[config.mk]
export PLATFORM = sky130hd
export DESIGN_NAME = cf_spi_shifter
export DESIGN_NICKNAME = d
export VERILOG_FILES = /design/src/rtl/cf_spi_pkg.sv /design/src/rtl/cf_spi_clkgen.sv /design/src/rtl/cf_spi_shifter.sv
export SDC_FILE = /design/constraint.sdc
export NUM_CORES = 1
export LEC_CHECK = 0
export CELL_PAD_IN_SITES_DETAIL_PLACEMENT = 1
export CELL_PAD_IN_SITES_GLOBAL_PLACEMENT = 1
export CORE_AREA = 5 5 85 107
export CTS_BUF_LIST = sky130_fd_sc_hd__clkbuf_16
export DETAILED_ROUTE_END_ITERATION = 10
export DIE_AREA = 0 0 90 112
export DONT_BUFFER_PORTS = 1
export PLACE_DENSITY_LB_ADDON = 0.1
export SYNTH_ARGS = -nofsm -noshare
export SYNTH_HDL_FRONTEND = slang
export SYNTH_SLANG_ARGS = --single-unit
[constraint.sdc]
create_clock -name clk -period 2.9 [get_ports clk]
set_input_delay 0.58 -clock clk [delete_from_list [all_inputs] [get_ports clk]]
set_output_delay 0.58 -clock clk [all_outputs]
set_load 0.01 [all_outputs]
[src/rtl/cf_spi_pkg.sv]
// Shared types and constants for the CF_SPI bit engine (cf_spi_shifter, cf_spi_clkgen).
package cf_spi_pkg;

  typedef enum logic [1:0] {
    ST_IDLE = 2'd0,
    ST_XFER = 2'd1,
    ST_TAIL = 2'd2
  } state_t;

  // SPI modes encoded as {cpol, cpha}
  localparam logic [1:0] SPI_MODE0 = 2'b00;
  localparam logic [1:0] SPI_MODE1 = 2'b01;
  localparam logic [1:0] SPI_MODE2 = 2'b10;
  localparam logic [1:0] SPI_MODE3 = 2'b11;

  // Edge counter must hold the value 2*dw.
  function automatic int ecnt_width(input int dw);
    return $clog2(2 * dw) + 1;
  endfunction

endpackage

[src/rtl/cf_spi_clkgen.sv]
// sclk divider for cf_spi_shifter: one tick per clk_divider+1 cycles, plus a
// leading/trailing flag for the sclk edge that the tick produces.
module cf_spi_clkgen
  import cf_spi_pkg::*;
#(
  parameter int CDW = 8
) (
  input  logic           clk,
  input  logic           rst_n,
  input  logic           restart,
  input  logic           run,
  input  logic [CDW-1:0] div,
  output logic           tick,
  output logic           leading
);

  logic [CDW-1:0] cnt;
  logic           armed;
  logic           phase;

  // One settling cycle after restart gives mosi a full clk of setup before the
  // divider starts counting toward the first sclk edge.
  assign tick    = run && armed && (cnt == div);
  assign leading = ~phase;

  always_ff @(posedge clk or negedge rst_n) begin
    if (!rst_n) begin
      cnt   <= '0;
      armed <= 1'b0;
      phase <= 1'b0;
    end else if (restart) begin
      cnt   <= '0;
      armed <= 1'b0;
      phase <= 1'b0;
    end else if (run) begin
      if (!armed) begin
        armed <= 1'b1;
      end else if (tick) begin
        cnt   <= '0;
        phase <= ~phase;
      end else begin
        cnt <= cnt + 1'b1;
      end
    end
  end

endmodule

[src/rtl/cf_spi_shifter.sv]
// SPI master bit engine: all four CPOL/CPHA modes, programmable sclk divider.
// Optional CF_SPI_LSB_FIRST_EN adds an lsb_first input for LSB-first transfers.
//
// state   | meaning
// IDLE    | waiting for go with enable high
// XFER    | generating 2*DW sclk edges, shifting mosi / sampling miso
// TAIL    | chip-select hold of clk_divider+1 cycles, then done pulse
module cf_spi_shifter
  import cf_spi_pkg::*;
#(
  parameter int DW  = 8,
  parameter int CDW = 8
) (
  input  logic           clk,
  input  logic           rst_n,
  input  logic           cpol,
  input  logic           cpha,
  input  logic [CDW-1:0] clk_divider,
  input  logic           enable,
  input  logic           go,
  input  logic [DW-1:0]  datai,
  output logic [DW-1:0]  datao,
  output logic           busy,
  output logic           done,
  input  logic           miso,
  output logic           mosi,
  output logic           sclk
`ifdef CF_SPI_LSB_FIRST_EN
  ,
  input  logic           lsb_first
`endif
);

  localparam int             ECW       = ecnt_width(DW);
  localparam logic [ECW-1:0] LAST_EDGE = ECW'(2 * DW - 1);

  state_t         state_q, state_d;
  logic           cpol_l, cpha_l, lsb_l, lsb_go;
  logic [CDW-1:0] div_l;
  logic [DW-1:0]  sr;
  logic [ECW-1:0] ecnt;
  logic           accept, abort, finish;
  logic           tick, leading, edge_x, last_edge, sample_edge;

`ifdef CF_SPI_LSB_FIRST_EN
  assign lsb_go = lsb_first;
  always_ff @(posedge clk or negedge rst_n) begin
    if (!rst_n)      lsb_l <= 1'b0;
    else if (accept) lsb_l <= lsb_first;
  end
`else
  assign lsb_go = 1'b0;
  assign lsb_l  = 1'b0;
`endif

  function automatic logic tx_bit(input logic [DW-1:0] v, input logic lsb);
    return lsb ? v[0] : v[DW-1];
  endfunction

  function automatic logic [DW-1:0] shift_in(input logic [DW-1:0] v, input logic b,
                                             input logic lsb);
    return lsb ? {b, v[DW-1:1]} : {v[DW-2:0], b};
  endfunction

  cf_spi_clkgen #(.CDW(CDW)) u_clkgen (
    .clk     (clk),
    .rst_n   (rst_n),
    .restart (accept),
    .run     (state_q != ST_IDLE),
    .div     (div_l),
    .tick    (tick),
    .leading (leading)
  );

  assign edge_x      = (state_q == ST_XFER) && enable && tick;
  assign last_edge   = (ecnt == LAST_EDGE);
  assign sample_edge = leading ^ cpha_l;

  always_ff @(posedge clk or negedge rst_n) begin
    if (!rst_n) state_q <= ST_IDLE;
    else        state_q <= state_d;
  end

  always_comb begin
    state_d = state_q;
    accept  = 1'b0;
    abort   = 1'b0;
    finish  = 1'b0;
    unique case (state_q)
      ST_IDLE: begin
        if (go && enable) begin
          accept  = 1'b1;
          state_d = ST_XFER;
        end
      end
      ST_XFER: begin
        if (!enable) begin
          abort   = 1'b1;
          state_d = ST_IDLE;
        end else if (tick && last_edge) begin
          state_d = ST_TAIL;
        end
      end
      ST_TAIL: begin
        if (!enable) begin
          abort   = 1'b1;
          state_d = ST_IDLE;
        end else if (tick) begin
          finish  = 1'b1;
          state_d = ST_IDLE;
        end
      end
      default: state_d = ST_IDLE;
    endcase
  end

  always_ff @(posedge clk or negedge rst_n) begin
    if (!rst_n) begin
      cpol_l <= 1'b0;
      cpha_l <= 1'b0;
      div_l  <= '0;
      sr     <= '0;
      ecnt   <= '0;
      datao  <= '0;
      busy   <= 1'b0;
      done   <= 1'b0;
      mosi   <= 1'b0;
      sclk   <= 1'b0;
    end else begin
      done <= finish;
      if (accept) begin
        cpol_l <= cpol;
        cpha_l <= cpha;
        div_l  <= clk_divider;
        sr     <= datai;
        ecnt   <= '0;
        busy   <= 1'b1;
        sclk   <= cpol;
        mosi   <= tx_bit(datai, lsb_go);
      end else if (abort) begin
        busy <= 1'b0;
        sclk <= cpol_l;
      end else if (finish) begin
        busy  <= 1'b0;
        datao <= sr;
      end else if (edge_x) begin
        sclk <= ~sclk;
        ecnt <= ecnt + 1'b1;
        // The final edge is always trailing; no further bit goes out after it.
        if (sample_edge)     sr   <= shift_in(sr, miso, lsb_l);
        else if (!last_edge) mosi <= tx_bit(sr, lsb_l);
      end
    end
  end

endmodule

# Word level (Yosys, flattened, before mapping)
# Index checks and enable logic that the tools add are counted.
[classes]
add_sub_neg = 2
eq_ne = 12
muxes = 45
bitwise_logic = 5
n_reduce_logical = 24
[ops]
columns = ["op", "count"]
rows = [
  ["two-way mux 8 bit", 9],
  ["two-way mux 1 bit", 26],
  ["two-way mux 5 bit", 4],
  ["AND reduction 3 bit", 4],
  ["nonzero test 2 bit", 6],
  ["two-way mux 2 bit", 5],
  ["!= test 2 bit (second input constant)", 5],
  ["adder 8 x 1 -> 8 bit (second input constant)", 1],
  ["== test 8 bit", 1],
  ["logical AND 1 bit", 6],
  ["!= test 3 bit (second input constant)", 2],
  ["case mux 2 bit (3 select lines)", 1],
  ["nonzero test 3 bit", 2],
  ["adder 5 x 1 -> 5 bit (second input constant)", 1],
  ["== test 5 x 4 -> 1 bit (second input constant)", 1],
  ["AND reduction 5 bit", 1],
  ["NOT 1 bit", 4],
  ["AND reduction 2 bit", 2],
  ["AND reduction 4 bit", 1],
  ["!= test 3 x 2 -> 1 bit (second input constant)", 1],
  ["== test 2 x 1 -> 1 bit (second input constant)", 1],
  ["== test 2 bit (second input constant)", 1],
  ["zero test 2 bit", 1],
  ["OR reduction 2 bit", 1],
  ["bitwise XOR 1 bit", 1],
]
[totals]
reg_bits = 47
input_bits = 23
out_inout_bits = 12
word_cells = 102

# Logic depth before layout (Yosys ltp)
# Gate-level depths: netlist (run 1).
[logic_depth]
ltp_word = 9
mapped_depth = 9
mapped_depth_nobuf = 7

# Cells and area by module
# From an unflattened synthesis (run 1), not the netlist that was laid out.
[hier_totals]
hier_cells = 231
area_unflattened_um2 = 2391.0
[modules_own_cells]
columns = ["module", "instances", "cells_each", "area_each_um2"]
rows = [
  ["cf_spi_shifter", 1, 170, 1784.2],
  ["cf_spi_clkgen", 1, 61, 606.8],
]

# Worst setup path after synthesis (run 1)
# No wires, ideal clock.
[synth_path]
path_kind = "register -> register"
startpoint = "register state_q[1]"
endpoint = "register datao[0]"
setup_time_ps = 128
arrival_time_ps = 1908
setup_slack_ps = 865
path_stages_with_launch = 10
path_buffers = 2
synth_period_minus_slack_ps = 2035
cell_sequence = "dfrtp_1 inv_1 ha_1 buf_2 nand2b_1 nor2_1 and3_1 and3_1 buf_4 mux2_1"
[synth_via]
elab_chain_cells = 7
[synth_lines]
columns = ["item", "line_no", "text"]
rows = [
  ["start: declaration", "cf_spi_shifter.sv:37", "state_t state_q, state_d;"],
  ["start signal: assignment", "cf_spi_shifter.sv:81", "else state_q <= state_d;"],
  ["nonzero test 2 bit", "cf_spi_shifter.sv:69", ".run (state_q != ST_IDLE),"],
  ["logical AND 1 bit (2 in a row)", "cf_spi_clkgen.sv:23", "assign tick = run && armed && (cnt == div);"],
  ["two-way mux 1 bit", "cf_spi_shifter.sv:108", "end else if (tick) begin"],
  ["two-way mux 1 bit", "cf_spi_shifter.sv:105", "if (!enable) begin"],
  ["two-way mux 1 bit *", "cf_spi_shifter.sv:89", "unique case (state_q)"],
  ["via finish", "cf_spi_shifter.sv:42", "logic accept, abort, finish;"],
  ["AND reduction 3 bit (no line) *", "--", ""],
  ["end signal: assignment", "cf_spi_shifter.sv:145", "datao <= sr;"],
  ["end: declaration", "cf_spi_shifter.sv:22", "output logic [DW-1:0] datao,"],
]
# The timed path passes the listed nets; every way through them passes the cells marked *.
# A chain may end at the register's enable or synchronous reset.

# Final worst setup path (run 1)
[layout_path]
startpoint = "register state_q[1]"
endpoint = "register datao[2]"
[layout_via]
elab_chain_cells = 7
[layout_lines]
columns = ["item", "line_no"]
rows = [
  ["nonzero test 2 bit", "cf_spi_shifter.sv:69"],
  ["logical AND 1 bit (2 in a row)", "cf_spi_clkgen.sv:23"],
  ["two-way mux 1 bit", "cf_spi_shifter.sv:108"],
  ["two-way mux 1 bit", "cf_spi_shifter.sv:105"],
  ["two-way mux 1 bit", "cf_spi_shifter.sv:89"],
  ["AND reduction 3 bit (no line) *", "--"],
]
# Every way passes the cells marked *; elsewhere a longest branch is shown, timed or not.

==> reports/metrics.cfg, run 1 <==
[clock_tree]
cts_resized = 0
clk_latency_ns = 0.28
cts_tree = built
htree_levels = 2
clkSlewWorstSetupHoldPaths_ns = 0.06
root_buffer = clkbuf_16
cts_made_buffers = 5
cts_sinks = 47
clk_path_buf_depth = 2

[route]
drt_iter0_markers = 64
drc = 0
viasPerCell = 5.04
firstDrtPassIters = 4
routedWlPerCell_um = 17.1
wl_um = 5710
ant_nets = 0
num_vias = 1683

[timing]
finalMaxSlewViolations = 0
worst_pin_slew_ns = 0.539
clock_skew_ns = 0.00389
setup_tns_ns = 0
setup_violations = 0
max_freq_mhz = 418
slew_headroom = 0.640
rsz0062_at_grt = no
layout_min_cycle_time_ns = 2.39
finalHoldViolCount = 0
finalCritPeriodShare = 0.824

[place]
place_hpwl_um = 4200
gp_congestion = 0.693
io_buffers = 0
dpl_cell_area_um2 = 2420

[worst_hold_path]
hp-class = in2async

[cells_and_area]
final_area_um2 = 2610
area.growth.synth_to_final_pct = 12.4
drive_above_1_share = 0.0591
fin_util = 0.326
antenna_cells = 0
nets = 266

[logic_synthesis]
avgSynthCellArea_um2 = 9.80
yosysWarnings = 0
synth_ff_type = dfrtp_1
syn_inst = 237
ys_async_sr_fraction = 1.00
syn-num-nets = 266
synthesis.area_um2 = 2320
ys_seq_area_frac = 0.506
synth_cell_types = 38
synth-edff-count = 0
ys_ff_latch = 47

[power]
finalPower_mw = 2.21
ir_drop_v = 0.000261
powerDensity_nw_per_um2 = 847
power_leakage_nw = 1.25

[critical_path]
crit_path_max_incr_delay_ns = 0.47
worst_path_most_repeated_cell = and3_1
required_ns = 3.06
critPathSlowestCell = and3_1
end_kind = flip-flop
path_cells = inv_1 -> ha_1 -> nand2b_1 -> nor2_1 -> and3_1 -> and3_1 -> mux2_1
start_kind = flip-flop
crit_arrival_ns = 2.55
cp_top_family = simple AND/OR/NAND/NOR gates
cp_max_fo = 10
crit_type = reg2reg
cp_num_buf_inv = 1

[grt]
overflow = 0
grt_util_all_layers = 0.123
antenna_found_initial = 0
grt_pass1_vias = 1888
grt_max_degree = 48
grt_pass1_wl_um = 9950

[floorplan]
die_h_um = 112
die_x_um = 90
boundaryPins = 35
core_um2 = 8010
start_util = 0.290
die-area_um2 = 10100
row_count = 37

[status]
status = completed

[run]
drv_cap = 0

[cell usage in the layout (no fill, tap or decap), types with 2 or more instances in the layout]
cell type | synthesis | final
a21o_1 | 4 | 4
o31ai_1 | 2 | 2
ha_1 | 6 | 6
nor3_1 | 5 | 5
nor3b_1 | 2 | 2
dfrtp_1 | 47 | 47
mux2_1 | 8 | 8
nand3_1 | 11 | 11
and3_1 | 8 | 8
o21ai_0 | 4 | 4
clkbuf_16 | 0 | 5
nor2_1 | 9 | 8
a31oi_1 | 4 | 4
a21oi_1 | 4 | 4
o21ai_1 | 14 | 14
mux2i_1 | 10 | 10
inv_1 | 5 | 5
nand2_1 | 52 | 52
nor4_1 | 3 | 3
xor2_1 | 9 | 9
xnor2_1 | 2 | 2
buf_4 | 1 | 4
nand2b_1 | 2 | 2
[worst paths after layout]
path / from / end / slack (ns) / cells after the start
setup / recovery: state_q[1] / datao[2] / 0.51 / 7
hold / removal: rst_n / u_clkgen.cnt[7] / 0.13 / 1
setup reg to reg: state_q[1] / datao[2] / 0.51 / 7
hold reg to reg: cpol_l / cpol_l / 0.48 / 2
max in group asynchronous: rst_n / u_clkgen.armed / 2.53 / 1
min in group clk: clk_divider[1] / div_l[1] / 0.40 / 2
[cells by family (layout without fill, tap and decap cells)]
group,Yosys count,in the layout,synth area share
xor gates and xnor gates,11,11,0.0415
buffers and inverters,17,17,0.0323
DFF,47,47,0.506
and+or+nand+nor,99,99,0.202
muxes,18,18,0.0819
AOI/OAI and AO/OA,39,39,0.103
adders and majority gates,6,6,0.0323
[layout make-up]
cell class | count | area [um^2]
Clock buffer | 5 | 125
Clock inverter | 2 | 37.5
Fill cell | 910 | 5400
Inverter | 5 | 18.8
Multi-Input combinational cell | 173 | 1070
Sequential cell | 47 | 1180
Tap cell | 97 | 121
Timing Repair Buffer | 5 | 57.6
[state kept, by name, indices dropped and copies added, names as in the netlist]
signal,count
datao,8
sclk,1
u_clkgen.cnt,8
state_q,2
ecnt,5
done,1
u_clkgen.armed,1
div_l,8
busy,1
mosi,1
u_clkgen.phase,1
sr,8
cpha_l,1
cpol_l,1
[where the power goes]
| part | internal, mW | switching (mW) | leakage (nW) |
|---|---|---|---|
| Clock | 0.402 | 0.243 | 0.0759 |
| Sequential | 0.832 | 0.177 | 0.612 |
| Combinational | 0.224 | 0.334 | 0.558 |
| Total | 1.46 | 0.754 | 1.25 |
[repair_timing]
item | CTS | global route
buffers inserted | 0 | 0
hold buffers | 1 | 0
endpoints found under the setup margin | 0 | 0
hold endpoints to repair | 47 | 0
[metal layers]
metal  vias up  GRT usage  part of all wire
met4         0     0.0387             0.010
li1        818          -                 -
met5         -          0                 0
met1       830      0.159              0.46
met3         4     0.0297             0.041
met2        31      0.201              0.49
[cells in the mapped netlist (5+ instances only)]
cell      number  area (um^2)
nor3_1         5         25.0
o21ai_1       14         70.1
nand2_1       52          195
buf_2          6         30.0
mux2_1         8         90.1
nand3_1       11         55.1
clkbuf_1       5         18.8
mux2i_1       10          100
dfrtp_1       47         1180
inv_1          5         18.8
xor2_1         9         78.8
and3_1         8         50.1
nor2_1         9         33.8
ha_1           6         75.1
[stage by stage]
| stage | instances | setup slack [ns] | hold slack, ns |
|---|---|---|---|
| finish | 334 | 0.510 | 0.133 |
| global route | 334 | 0.238 | 0.147 |
| CTS | 334 | 0.418 | 0.153 |
| detailed placement | 326 | 0.422 | 0.287 |
| global placement | 326 | 0.562 | 0.286 |
| floorplan | 237 | 0.865 | 0.284 |
(Power assumes the default switching activity.)
==> inputs of run 2 (changes only) <==
==> constraint.sdc (replaced) <==
create_clock -name clk -period 2.2 [get_ports clk]
set_input_delay 0.44 -clock clk [delete_from_list [all_inputs] [get_ports clk]]
set_output_delay 0.44 -clock clk [all_outputs]
set_load 0.01 [all_outputs]
==> reports/metrics.cfg, run 2 (synthesized netlist as in run 1, its figures left out) <==
[place]
io_buffers = 0  ; unchanged
pre_cts_slack_ns = 0.171  ; -0.252 ns
gp_congestion = 0.707  ; +2.0%
dp_cells = 333  ; +2.1%
dpl_cell_area_um2 = 2490  ; +2.7%
place_hpwl_um = 4180  ; -0.34%

[power]
powerDensity_nw_per_um2 = 1110  ; +32%
finalPower_mw = 2.98  ; +35%
swShare = 0.345  ; +0.00380
clkPwrFrac = 0.288  ; -0.003
pwr-share-comb = 0.273  ; +0.021
p_seq_frac = 0.439  ; -0.017
p_int_mw = 1.95  ; +34%
power_leakage_nw = 1.28  ; +3.0%
switching_power_mw = 1.03  ; +36%
ir_drop_v = 0.000417  ; +60%

[grt]
overflow = 0  ; unchanged
grt_pass1_wl_um = 10000  ; +0.69%
antenna_found_initial = 0  ; unchanged
grt_util_all_layers = 0.122  ; -0.00102
grt_max_degree = 48  ; unchanged
grt_pass1_vias = 1852  ; -1.9%

[cells_and_area]
fill_cells = 920  ; +1.1%
antenna_cells = 0  ; unchanged
drive_above_1_share = 0.0861  ; +0.0270
final_cell_count_no_fill = 341  ; +2.1%
area.growth.synth_to_final_pct = 15.2
final_area_um2 = 2680  ; +2.5%
mostFrequentLayoutCells = nand2_1 (52), dfrtp_1 (47), o21ai_1 (14)
nets = 273  ; +2.6%
final_common_cell = nand2_1
fin_util = 0.334  ; +0.00812

[timing]
rsz0062_at_grt = no
finalHoldViolCount = 4  ; +4
setup_ws_ns = 0.162  ; -0.348 ns
setup_violations = 0  ; unchanged
clock_skew_ns = 0.00690  ; +0.00300 ns
finalCritPeriodShare = 0.926  ; +0.102
max_freq_mhz = 491  ; +17%
layout_min_cycle_time_ns = 2.04  ; -0.352 ns
finalMaxSlewViolations = 0  ; unchanged
setup_tns_ns = 0  ; unchanged
hold-worst-slack_ns = -0.00948  ; -0.143 ns
worst_pin_slew_ns = 0.501  ; -0.0377 ns
slew_headroom = 0.666  ; +0.0262

[critical_path]
start_kind = flip-flop
cp_max_fo = 10  ; unchanged
cp_top_family = simple AND/OR/NAND/NOR gates
critPathSlowestCell = dfrtp_1
path_cells = xor2_1 -> nor4_4 -> and3_1 -> and3_1 -> buf_12 -> mux2_1
cp_num_buf_inv = 1  ; unchanged
crit_path_max_incr_delay_ns = 0.46  ; about the same
end_kind = flip-flop
cp.depth = 6  ; -1
crit_type = reg2reg
worst_path_most_repeated_cell = and3_1
required_ns = 2.37  ; -0.69 ns
rr_worst_depth = 6  ; -1
crit_arrival_ns = 2.20  ; -0.35 ns

[clock_tree]
post-cts-setup-buffer-count = 0  ; unchanged
cts_sinks = 47  ; unchanged
cts_resized = 0  ; unchanged
clk_path_buf_depth = 2  ; unchanged
cts_tree = built
clkSlewWorstSetupHoldPaths_ns = 0.06  ; about the same
clk_latency_ns = 0.29  ; about the same
cts_made_buffers = 5  ; unchanged
root_buffer = clkbuf_16
cts_hold_buf = 1  ; unchanged
htree_levels = 2  ; unchanged

[route]
drt_iter0_markers = 65  ; +1.6%
ant_nets = 0  ; unchanged
viasPerCell = 5.00  ; -0.83%
num_vias = 1704  ; +1.2%
routedWlPerCell_um = 17.0  ; -0.54%
firstDrtPassIters = 4  ; unchanged
drc = 0  ; unchanged
wl_um = 5800  ; +1.5%

[floorplan]
start_util = 0.290  ; unchanged
die-area_um2 = 10100  ; unchanged
boundaryPins = 35  ; unchanged
die_x_um = 90  ; unchanged
row_count = 37  ; unchanged
die_h_um = 112  ; unchanged
core_um2 = 8010  ; unchanged

[status]
status = finished with violations
violations = negative hold slack

[run]
drv_cap = 0  ; unchanged

[worst_hold_path]
hp-class = in2async

-- run 2: cell count changes in the layout (fill, tap and decap cells not counted) --
cell	change
buf_12	+1
buf_4	+6
-- run 2: area by class of cell --
class / instances / area [um^2] / area share
timing repair buffer: 12 / 123 / 0.0458
sequential: 47 / 1180 / 0.439
clock inverter: 2 / 37.5 / 0.0140
clock buffer: 5 / 125 / 0.0468
tap: 97 / 121 / 0.0453
inverter: 5 / 18.8 / 0.00701
multi-input combinational: 173 / 1070 / 0.402
-- run 2: path summary, 6_finish.rpt --
check	startpoint	end	slack [ns]
min reg2reg	cpol_l	cpol_l	0.48
max reg2reg	u_clkgen.cnt[4]	datao[1]	0.16
min	rst_n	u_clkgen.cnt[7]	-0.009
min in group clk	clk_divider[3]	div_l[3]	0.26
max	u_clkgen.cnt[4]	datao[1]	0.16
max in group asynchronous	rst_n	ecnt[2]	1.97
-- run 2: power by group through the flow --
stage,logic [mW],registers [mW],clock network [mW]
final,0.814,1.31,0.858
after global routing,0.949,1.35,0.915
after global placement,0.803,1.34,0
after floorplan,0.591,1.26,0
after detailed placement,0.804,1.34,0
after CTS,0.837,1.32,0.896
-- run 2: per-layer routing --
layer / vias up / global-route usage / wire (um)
li1: 829 / - / -
met1: 836 / 0.160 / 2710
met2: 35 / 0.198 / 2730
met3: 4 / 0.0304 / 305
met4: 0 / 0.0328 / 57
met5: - / 0 / 0
-- run 2: worst reg2reg max path, delay by kind of cell (launching register included) --
family	cells	cell delay [ns]
xor+xnor	1	0.22
buf+inv	1	0.14
flops	1	0.46
mux	1	0.32
simple gates	3	0.77
==> variant, RTL diff (settings of run 1) <==
Remove the register `done`: a continuous assignment takes its place, so the output `done` follows one clock earlier. Comments in the files are not updated.
--- a/src/rtl/cf_spi_shifter.sv
+++ b/src/rtl/cf_spi_shifter.sv
@@ -124,9 +124,7 @@
       datao  <= '0;
       busy   <= 1'b0;
-      done   <= 1'b0;
       mosi   <= 1'b0;
       sclk   <= 1'b0;
     end else begin
-      done <= finish;
       if (accept) begin
         cpol_l <= cpol;
@@ -154,4 +152,6 @@
   end
 
+  assign done = finish;
+
 endmodule
 
Formal check against the unedited RTL: same outputs for any inputs over 10 cycles, from zero or initial values and one cycle with rst_n low; that may be too few to reach the edited logic, so the function may still have changed.
==> variant against run 1 <==
Sequential share of layout area is 1.0 points lower; total power is 10% higher; cell area increased by 0.19%; worst setup slack got worse by 310 ps; sequential cell count shrank 1; highest routed layer unchanged; hold slack better by 4.2 ps; area after synthesis shrank 0.11%; routed wire length hardly changed.
==> variant: results (changes against run 1) <==
- Outcome: finished, final reports clean
- Dominant cells by area after synthesis: dfrtp_1 50%, nand2_1 8.2%, mux2i_1 4.7%, mux2_1 3.9%, ha_1 3.8%
- Fraction of layout cells with a size suffix above 1: 9.28% (+3.4 points)
- Drt wl/cell: 17.1 um (about the same)
- Arrival @ worst endpoint: 2120 ps (-430 ps)
- Clock power frac: 26.5% (-2.6 points)
- Largest net degree at the start of global routing: 47 (-2.1%)
- CTS H-tree lvls: 2 (unchanged)
- Peak VDD IR: 0.284 mV (+9.0%)
- Diode count: 0 (unchanged)
- Sequential area share after synthesis: 49.6% (-1.0 points)
- Via-to-Cell Ratio: 4.86 (-3.6%)
- Routed metal-1 wirelength: 2290 um (-13%)
- Total track usage: 12.1% (-0.11 points)
- Top cells by count, synth: 51 x nand2_1, 46 x dfrtp_1, 11 x mux2i_1, 11 x nor2_1, 11 x o21ai_1
- RePlAce Congestion: 0.707 (+2.0%)
- DRT iter0 DRCs: 33 (-48%)
- Initial antenna violation count: 0 (unchanged)
- DP HPWL: 4160 um (-0.87%)
- Met1 Use GR: 13.6% (-2.4 points)
- CTS buffer count: 5 (unchanged)
- Wire length on met2: 3080 um (+11%)
- Placed cell area: 0.00242 mm2 (about the same)
- Synth cell types: 40 (+5.3%)
- Root Driver: clkbuf_16
- Comb. pwr: 731 uW (+31%)
- Crit Path Max Fanout: 7 (-3)
- DR top layer: met4
- Psw: 860 uW (+14%)
- First-pass GRT wire length: 9870 um (-0.76%)
- Mapped Nets: 263 (-1.1%)
- Setup Slack @ Placement: 366 ps (-56.4 ps)
- GR Util met2: 22.3% (+2.2 points)
- Skew-Pair Late Insertion Delay: 280 ps (about the same)
- Sequential share of power: 43.5% (-2.1 points)
- Met3 Use GR: 3.38% (+0.41 points)
- DR WL met3: 291 um (+23%)
- Worst Max-Slew Pin Slew: 577 ps (+37.9 ps)
- Clk buf depth: 2 (unchanged)
- Worst Skew: 2.80 ps (-1.09 ps)
- Cts repair resizes: 0 (unchanged)
- Fill cell count: 908 (-0.22%)
- Leakage: 0.00125 uW (about the same)
- Synth Area per Inst: 9.96 um2 (+1.6%)
- Vias in the first global route: 1854 (-1.8%)
-- variant: cell count changes in the layout (fill, tap and decap cells not counted), moves of 3 or more --
cell / run 1 / this run
a21o_1: 4 / 0
a21oi_1: 4 / 9
a31oi_1: 4 / 1
and3_1: 8 / 5
buf_4: 4 / 7
inv_1: 5 / 8
nand3_1: 11 / 8
nor2_1: 8 / 11
nor3_1: 5 / 1
o21ai_0: 4 / 9
o21ai_1: 14 / 11
xnor2_1: 2 / 9
xor2_1: 9 / 3
-- variant: worst paths after layout --
| check | end | cells after the start | startpoint | slack [ps] |
|---|---|---|---|---|
| worst min register to register | cpol_l | 2 | cpol_l | 490 |
| worst max register to register | state_q[0] | 9 | state_q[1] | 410 |
| worst max-delay path | done | 6 | state_q[1] | 200 |
| worst min-delay path | div_l[7] | 1 | rst_n | 140 |
| max in group asynchronous | ecnt[3] | 1 | rst_n | 2530 |
| min in group clk | div_l[7] | 2 | clk_divider[7] | 400 |
-- variant: worst max-delay path: stages (launching register included) --
cell      delay (ps)
dfrtp_1          390
inv_1             90
ha_1             190
nand2b_4         160
a221o_1          300
nor4_4           230
and3_1           460
-- variant: cell families after synthesis --
logic type,Yosys count,share of synthesized area (%)
AO/OA/AOI/OAI,39,9.60
XOR/XNOR,12,4.53
adder cells (fa/ha/maj),7,3.77
buffers and inverters,20,4.42
flip-flops,46,49.6
multiplexers,20,9.27
AND/OR/NAND/NOR,89,18.8
-- variant: repair_timing --
item	in CTS	in global routing
hold endpoints to repair	46	0
endpoints found under the setup margin	0	0
hold buffers	1	0
-- variant: cell type report --
cell class	count	area, um2	area share, %
Sequential cell	46	1150	44.0
Inverter	8	30.0	1.15
Clock buffer	5	125	4.78
Multi-Input combinational cell	167	1070	40.8
Clock inverter	3	41.3	1.58
Timing Repair Buffer	8	80.1	3.06
Tap cell	97	121	4.64
